==> src/rtl/lh_digest_hex_tx.sv <==
// rtl/lh_digest_hex_tx.sv - streams each captured 64-bit digest as lowercase ASCII hex over valid/ready
// Optional feature: LH_HEX_STRIP_ZEROS_EN skips leading zero nibbles.
module lh_digest_hex_tx (
    input  logic        clk,
    input  logic        rst_n,
    input  logic [63:0] digest,
    input  logic        digest_ready,
    output logic [7:0]  char_byte,
    output logic        char_valid,
    input  logic        char_ready,
    output logic        char_last,
    output logic        busy,
    output logic        err_digest_overrun
);

    typedef enum logic {S_IDLE, S_SEND} state_t;

    state_t      r_state;
    state_t      w_state_nxt;
    logic        r_rdy_q;
    logic [63:0] r_active;
    logic [3:0]  r_idx;
    logic [63:0] r_pend;
    logic        r_pend_vld;
    logic        r_err;

    logic        w_edge;
    logic        w_xfer;
    logic        w_last_xfer;
    logic        w_load_digest;
    logic        w_load_pend;
    logic        w_store_pend;
    logic        w_clear_pend;
    logic        w_overrun;
    logic [3:0]  w_start_digest;
    logic [3:0]  w_start_pend;
    logic [3:0]  w_nib;

`ifdef LH_HEX_STRIP_ZEROS_EN
    // Index of the highest non-zero nibble; an all-zero digest still emits one '0'.
    function automatic logic [3:0] start_idx(input logic [63:0] d);
        logic [3:0] idx;
        idx = 4'd0;
        for (int i = 0; i < 16; i++) begin
            if (d[i*4 +: 4] != 4'h0) idx = 4'(i);
        end
        return idx;
    endfunction

    assign w_start_digest = start_idx(digest);
    assign w_start_pend   = start_idx(r_pend);
`else
    assign w_start_digest = 4'hf;
    assign w_start_pend   = 4'hf;
`endif

    assign w_edge      = digest_ready & ~r_rdy_q;
    assign w_xfer      = (r_state == S_SEND) & char_ready;
    assign w_last_xfer = w_xfer & (r_idx == 4'd0);

    always_comb begin
        w_state_nxt   = r_state;
        w_load_digest = 1'b0;
        w_load_pend   = 1'b0;
        w_store_pend  = 1'b0;
        w_clear_pend  = 1'b0;
        w_overrun     = 1'b0;
        case (r_state)
            S_IDLE: begin
                if (w_edge) begin
                    w_load_digest = 1'b1;
                    w_state_nxt   = S_SEND;
                end
            end
            S_SEND: begin
                if (w_last_xfer) begin
                    if (r_pend_vld) begin
                        w_load_pend = 1'b1;
                        // Slot is vacated and refilled in the same cycle, so no overrun here.
                        if (w_edge) w_store_pend = 1'b1;
                        else        w_clear_pend = 1'b1;
                    end else if (w_edge) begin
                        w_load_digest = 1'b1;
                    end else begin
                        w_state_nxt = S_IDLE;
                    end
                end else if (w_edge) begin
                    if (!r_pend_vld) w_store_pend = 1'b1;
                    else             w_overrun    = 1'b1;
                end
            end
            default: w_state_nxt = S_IDLE;
        endcase
    end

    always_ff @(posedge clk or negedge rst_n) begin
        if (!rst_n) begin
            r_state <= S_IDLE;
        end else begin
            r_state <= w_state_nxt;
        end
    end

    always_ff @(posedge clk or negedge rst_n) begin
        if (!rst_n) begin
            r_rdy_q    <= 1'b1;
            r_err      <= 1'b0;
            r_active   <= 64'd0;
            r_idx      <= 4'd0;
            r_pend     <= 64'd0;
            r_pend_vld <= 1'b0;
        end else begin
            r_rdy_q <= digest_ready;
            r_err   <= w_overrun;
            if (w_load_digest) begin
                r_active <= digest;
                r_idx    <= w_start_digest;
            end else if (w_load_pend) begin
                r_active <= r_pend;
                r_idx    <= w_start_pend;
            end else if (w_xfer) begin
                r_idx <= r_idx - 4'd1;
            end
            if (w_store_pend) begin
                r_pend     <= digest;
                r_pend_vld <= 1'b1;
            end else if (w_clear_pend) begin
                r_pend_vld <= 1'b0;
            end
        end
    end

    assign w_nib = r_active[{r_idx, 2'b00} +: 4];

    always_comb begin
        char_byte = 8'h00;
        if (r_state == S_SEND) begin
            if (w_nib < 4'd10) char_byte = 8'h30 + {4'h0, w_nib};
            else               char_byte = 8'h57 + {4'h0, w_nib};
        end
    end

    assign char_valid         = (r_state == S_SEND);
    assign char_last          = (r_state == S_SEND) & (r_idx == 4'd0);
    assign busy               = (r_state == S_SEND) | r_pend_vld;
    assign err_digest_overrun = r_err;

endmodule

==> config.mk <==
export PLATFORM = sky130hd
export DESIGN_NAME = lh_digest_hex_tx
export DESIGN_NICKNAME = d
export VERILOG_FILES = /design/src/rtl/lh_digest_hex_tx.sv
export SDC_FILE = /design/constraint.sdc
export NUM_CORES = 1
export LEC_CHECK = 0
export ABC_AREA = 1
export CAP_MARGIN = 0
export CORE_MARGIN = 5
export CORE_UTILIZATION = 50
export DETAILED_ROUTE_END_ITERATION = 7
export PLACE_DENSITY = 0.84
export SYNTH_ARGS = -nofsm -noshare
export SYNTH_HDL_FRONTEND = slang
export SYNTH_SLANG_ARGS = --single-unit
==> constraint.sdc <==
create_clock -name clk -period 3.7 [get_ports clk]
set_input_delay 0.74 -clock clk [delete_from_list [all_inputs] [get_ports clk]]
set_output_delay 0.74 -clock clk [all_outputs]
set_load 0.02 [all_outputs]
==> results summary, run 1 <==
The flow ran to the end, and the final reports show no timing, DRC or antenna violations. The met3 layer usage reported by global route came out at 0.0495. The tree is rooted in a clkbuf_16. The total CTS buffers is 17.

The final hold violation count came out at 0. Leaving out fill and tap cells, the most frequent cells in the layout are nand2_1 (161), inv_1 (140), dfrtp_1 (134). The most frequent standard cell in the layout excluding fill and tap cells is nand2_1. In the global route stage, overall resource usage came out at 0.212. The total number of nets in the final design is 909. The worst clock skew is 0.0100 ns. The number of nets still failing antenna checks after routing came out at 0. Global routing finished with a remaining overflow of 0. The die outline height is 124 µm.

The met1 layer usage reported by global route came out at 0.272. The power share of the clock group is 0.243. The floorplan step set the die width to 124 µm. The net switching component of the power came out at 2430 µW. The number of vias after detailed routing came out at 5444. The capture instance of the worst register-to-register path is r_active[28]. The later pin in the worst-skew pair is clocked with a latency of 0.42 ns.

In the synthesized netlist the dominant register cell turns out to be dfrtp_1. The average cell area after synthesis came out at 8.39 µm². Prior to clock tree synthesis, the placed netlist has a worst setup slack of 0.509 ns. The number of H-tree levels is 4.

For met2 alone, demand over resource in global routing was 0.347. After detailed routing, the number of remaining DRC violations is 0. The power share of the combinational group came out at 0.390. Yosys attributes the largest share of cell area to dfrtp_1 (52%), nand2_1 (9.3%), inv_1 (8.2%). The post-route minimum period came out at 3.44 ns.

During placement, the flow inserted port buffers numbering 78. The signal arrival time at the worst endpoint came out at 2.70 ns. Leaving out filler cells and counting taps, the final layout contains 1023.

The critical path data required time came out at 2.96 ns. The maximum clock rate came out at 291 MHz. The number of antenna diodes in the final layout is 0. The congestion estimate from routability-driven global placement came to 0.834. The highest fanout seen on the critical path is 10. The worst register-to-register path has a depth of 12. The cell count after synthesis is 773. The count of hold-fix buffers inserted at cts came out at 0. 80 I/O pins were placed. The synthesized design contains 0 enable-type register cells.

The final critical-path share of the clock period is 0.930. The largest net degree at the start of global routing came out at 130. The number of fill cells came out at 1035. The number of DRC markers in iteration 0 came out at 608. Dividing the detail-routed wire length by the instance count gives 15.4 µm. Setup violations remaining at the end of the flow were counted as 0. The kind of start point of the critical path is a register.

The worst path meets setup with 0.258 ns of slack. The effective utilization at floorplan is 0.512. The worst setup path is captured at an output port. The area share of the leading cell type in the synthesized netlist is 0.521.

The worst setup path is of the register to output port kind. The worst hold-check path type is input port to async pin. The async set-reset flop share out of synthesis is 1.00. The internal power summed over all cells came out at 4200 µW.

In this run, placement finished with an instance count of 988. The final max-slew violation count is 0. The post-synthesis net count came out at 844.

The total power after layout is 6630 µW. The netlist uses 28 different library cells. Of the total power, the share spent switching nets is 0.366.

The netlist area before placement came out at 6480 µm². At the pin with the least slew margin, the transition time is 0.782 ns. Of the cells placed in the final design, the portion with a size suffix greater than 1 is 0.0740. The die area came out at 15300 µm². The overall routed net length is 15800 µm. The half-perimeter wire length after detailed placement came out at 10300 µm. The clock drives 136 sinks. The static leakage power came out at 0.00393 µW. The slack of the worst reg-to-reg path came out at 0.97 ns. The first-pass GRT wire length is 25200 µm. The core area is 12700 µm².

The number of antenna violations at the first check in global routing is 0. TritonCTS built the clock tree. The proportion of power drawn by flip-flops and latches is 0.367.

The warning count from the yosys run is 0. In the routed layout, each cell is associated on average with a via count of 5.32. The power density over cell area is 833 nW/µm².

The detailed-router iteration count before antenna repair is 6. The worst relative slew slack is 0.479. The area growth from synthesis to final layout came out at 22.7%.

The sequential fraction of the synthesis area is 0.525. dfrtp_1 takes more of the synthesized area than any other cell. Counting flops and latches in the post-synthesis netlist gives 136. The startpoint identified for the worst register-to-register timing path is r_idx[0]. The clock passes through at most 2 buffers. The clock slew seen by the registers of the worst setup and hold paths came out at 0.06 ns.

The count of maximum capacitance violations is 0. The number of global-route vias before repair is 5262. The utilization after layout is 0.628. After global routing, the most crowded layer is met2. The number of rows in the core area is 41. The maximum resistive drop on vdd came out at 0.000462 V. The setup TNS is 0 ns.
cells in the mapped netlist, types with 4 or more instances:
library cell,count
clkbuf_1,10
inv_1,141
nand2_2,4
a21oi_1,66
o221ai_1,56
o211ai_1,10
nand2_1,161
dfrtp_1,135
nor2_1,71
o21ai_1,5
o21ai_0,8
buf_2,27
buf_6,10
nand3_1,46
how the worst max path moves through the flow:
| stage | startpoint | to | slack, ns | cells after the start |
|---|---|---|---|---|
| floorplan | r_idx[0] | char_byte[1] | 1.11 | 12 |
| global placement | r_idx[1] | char_byte[1] | 0.60 | 12 |
| detailed placement | r_idx[1] | char_byte[1] | 0.51 | 12 |
| CTS | r_idx[1] | char_byte[1] | 0.04 | 12 |
| global route | r_idx[0] | char_byte[0] | -0.002 | 14 |
| finish | r_idx[1] | char_byte[0] | 0.26 | 13 |
timing repair:
| item | CTS | global route |
|---|---|---|
| resized for setup | 0 | 6 |
| endpoints found under the setup margin | 0 | 4 |
| buffers inserted | 0 | 3 |
per-layer routing:
metal | share of wire | wire length (µm)
met5 | 0 | 0
met4 | 0.023 | 369
met3 | 0.052 | 817
met2 | 0.49 | 7750
met1 | 0.43 | 6820
final cells by class:
class | count | area [µm²] | area share
flip-flops and latches | 136 | 3410 | 0.428
clock buffers | 24 | 492 | 0.0618
clock inverters | 8 | 70.1 | 0.00881
multi-input cells | 444 | 2250 | 0.283
well taps | 172 | 215 | 0.0271
repair buffers | 95 | 976 | 0.123
inverters | 144 | 544 | 0.0684
sequential cells by signal (all words and copies together), names as in the netlist:
register,count
char_valid,1
r_active,64
err_digest_overrun,1
r_rdy_q,1
r_pend,64
r_idx,4
r_pend_vld,1
kinds of logic (layout without fill, tap and decap cells):
kind of cell,Yosys count,count (layout),synth area share
AND/OR/NAND/NOR,293,293,0.188
AO/OA/AOI/OAI,145,145,0.148
XOR/XNOR,2,2,0.00270
buffers and inverters,193,271,0.129
flip-flops,136,136,0.525
adder cells (fa/ha/maj),3,3,0.00579
other,1,1,0.000578
per-stage QoR:
stage	hold WS [ns]	instance area [µm²]
after global routing	0.464	7950
after CTS	0.433	7900
after global placement	0.476	7340
final	0.410	7950
after floorplan	0.444	6480
after detailed placement	0.483	7340
critical path, stage by stage (launching register included):
cell and delay [ns]:
dfrtp_1 0.41, clkinvlp_4 0.19, buf_4 0.15, nand3_1 0.07, nand2_1 0.06, nand2_1 0.05
nand2_1 0.06, inv_1 0.04, nand2_1 0.14, inv_1 0.11, nor2_1 0.22, nor2_1 0.07
nor2_1 0.10, clkdlybuf4s50_1 0.61
power by group through the flow:
stage | clock network (µW) | logic, µW | registers, µW
5_1_grt | 1680 | 2910 | 2500
3_3_place_gp | 0 | 2440 | 2410
3_5_place_dp | 0 | 2520 | 2440
4_1_cts | 1620 | 2550 | 2430
2_1_floorplan | 0 | 1810 | 2350
6_report | 1610 | 2580 | 2430
(Power assumes the default switching activity.)
==> run 2, diff against run 1 <==
- PLACE_DENSITY: 0.84 -> 0.79
==> results summary, run 2 (same netlist as run 1, synthesis figures left out) <==
The flow ran to the end, and the final reports show no timing, DRC or antenna violations. The top cell types in the final layout, fill and taps aside, are nand2_1 (161), inv_1 (140), dfrtp_1 (133). The clock passes through at most 2 buffers. The count of unresolved DRC violations after routing is 0. Counting the fill cells in the layout gives 1105. At the pin with the least slew margin, the transition time is 0.748 ns. The clock sink total is 136.

After layout, the minimum clock period comes to 3.47 ns. The startpoint identified for the worst register-to-register timing path is r_idx[0]. The critical path data required time is 2.96 ns. The number of vias after detailed routing is 5392. The total number of nets in the final design is 910. The number of I/O port buffers is 78.

The number of rows in the core area is 41. The tightest min-delay check is of the input port to async pin type. The cell area after placement is 7320 µm². The fraction of layout cells with a size suffix above 1 came out at 0.0786. The critical path is of the register to output port type. The final design area excluding fillers came out at 8000 µm².

TritonCTS built the clock tree. The per-cell routed wire length is 15.1 µm. Power spread over the standard cell area amounts to 853 nW/µm². The proportion of power drawn by flip-flops and latches is 0.357. The internal power summed over all cells came out at 4360 µW. The most critical setup path has its endpoint at char_byte[1]. Of the total power, the share spent switching nets is 0.362. The net switching component of the power came out at 2470 µW. The clock slew seen by the registers of the worst setup and hold paths is 0.06 ns. The maximum clock rate came out at 288 MHz.

The number of antenna violations at the first check in global routing is 0. The tree is rooted in a clkbuf_16. The routability-driven placement congestion ratio is 0.840. The all-layer global routing usage is 0.212. The most frequent standard cell in the layout excluding fill and tap cells is nand2_1. In this run, the number of DRC markers left after iteration 0 of detailed routing was 529. In this run the worst setup path begins at r_idx[1]. In the final layout, the registers with the most flip-flops are r_active (64), r_pend (64), r_idx (4). The maximum resistive drop on vdd is 0.000484 V. The capture instance of the worst register-to-register path is r_active[16]. The number of global-route vias before repair came out at 5339.

The via density per instance came out at 5.27. For this block, the routed nets add up to 15500 µm of wire. For the final routed database, the setup TNS stands at 0 ns. The count of maximum capacitance violations came out at 0. The slack of the worst reg-to-reg path came out at 1.07 ns. The final hold violation count is 0.

The static leakage power is 0.00394 µW. The effective utilization at floorplan came out at 0.512. The power share of the combinational group came out at 0.378. The area growth from synthesis to layout is 23.4%. The highest fanout seen on the critical path is 19. The half-perimeter wire length after detailed placement came out at 10100 µm. The final max-slew violation count came out at 0. The number of nets still failing antenna checks after routing is 0. The worst setup path is captured at an output port. Setup repair after global routing left no endpoint under its margin. The die area is 15300 µm². The first-pass GRT wire length came out at 25700 µm. The core area came out at 12700 µm². For the worst-skew pair, the clock arrives at the later sink with an insertion delay of 0.41 ns. The share of total power dissipated in the clock network is 0.265. The number of cell instances on the worst register-to-register path is 13. The worst relative slew slack is 0.501. The largest net degree at the start of global routing came out at 77. The detailed-router iteration count before antenna repair came out at 5.

The number of primary I/O pins is 80. Measured along the x axis, the die boundary spans 124 µm. The total CTS buffers is 17. The worst clock skew came out at 0.00607 ns. The count of final setup violators came out at 0.

The kind of start point of the critical path is a register. The die outline height came out at 124 µm. For the worst setup path, the data arrival time is 2.73 ns.

The antenna cell count came out at 0. The number of H-tree levels came out at 4. The overflow left after global routing came out at 0. The final critical-path share of the clock period is 0.939.
[run 2: cell types whose count changed in the layout (fill, tap and decap cells not counted), sizes merged]
cell           change
clkinv             +3
clkdlybuf4s50      +1
bufinv             +3
dlymetal6s2s       -1
clkbuf             -6
inv                +1
[run 2: critical path, stage by stage, from the launching register on]
cell and delay, ns:
dfrtp_2 0.45, buf_6 0.18, a21oi_1 0.11, o21ai_0 0.12
nand3_1 0.09, nand3_1 0.09, nand3_1 0.13, inv_1 0.05
ha_1 0.26, nand3b_1 0.15, nand2_1 0.06, clkdlybuf4s50_1 0.63
[run 2: area by class of cell]
class	instances	area [µm²]	share of cell area
multi-input combinational	444	2250	0.281
clock inverter	14	199	0.0249
inverter	144	544	0.0680
timing repair inverter	1	7.51	0.000938
timing repair buffer	95	943	0.118
sequential	136	3410	0.426
clock buffer	18	439	0.0549
tap	172	215	0.0269
[run 2: power by group through the flow]
| stage | logic (µW) | registers (µW) | clock network (µW) |
|---|---|---|---|
| 6_report | 2580 | 2440 | 1810 |
| 5_1_grt | 2920 | 2510 | 1900 |
| 4_1_cts | 2560 | 2430 | 1830 |
| 3_5_place_dp | 2530 | 2440 | 0 |
| 3_3_place_gp | 2460 | 2410 | 0 |
| 2_1_floorplan | 1810 | 2350 | 0 |
[run 2: what timing repair did]
item	CTS	global route
setup buffers	0	2
gates resized for setup	0	8
setup endpoints to repair	0	4
hold buffers	0	0
[run 2: worst min path at each step]
stage                     slack (ns)  cells past startpoint  startpoint    endpoint
after floorplan                 0.44                      0       rst_n  char_valid
after CTS                       0.42                      1       rst_n   r_pend[2]
after global placement          0.47                      2   r_pend[0]   r_pend[0]
after detailed placement        0.48                      2   r_pend[2]   r_pend[2]
after global routing            0.45                      1       rst_n   r_pend[1]
final                           0.40                      1       rst_n   r_pend[3]
[run 2: stage by stage]
step	util	hold slack, ns	power (µW)	std cells	setup slack, ns
detailed placement	0.578	0.481	4970	989	0.516
finish	0.632	0.401	6830	1024	0.226
global placement	0.578	0.475	4870	989	0.590
global route	0.632	0.453	7320	1024	0.0189
floorplan	-	0.444	4160	773	1.11
CTS	0.628	0.417	6810	1021	0.0694
[run 2: routing by layer]
metal,vias up,routed length (µm),global-route usage
met5,-,0,0
met4,0,288,0.0858
met3,27,749,0.0391
met2,166,7740,0.348
met1,2592,6720,0.280
li1,2607,-,-
==> run 3, diff against run 2 <==
- GPL_ROUTABILITY_DRIVEN: unset -> 0
==> results of run 3 <==
The final DEF is identical to that of run 2; final timing and power are the same.
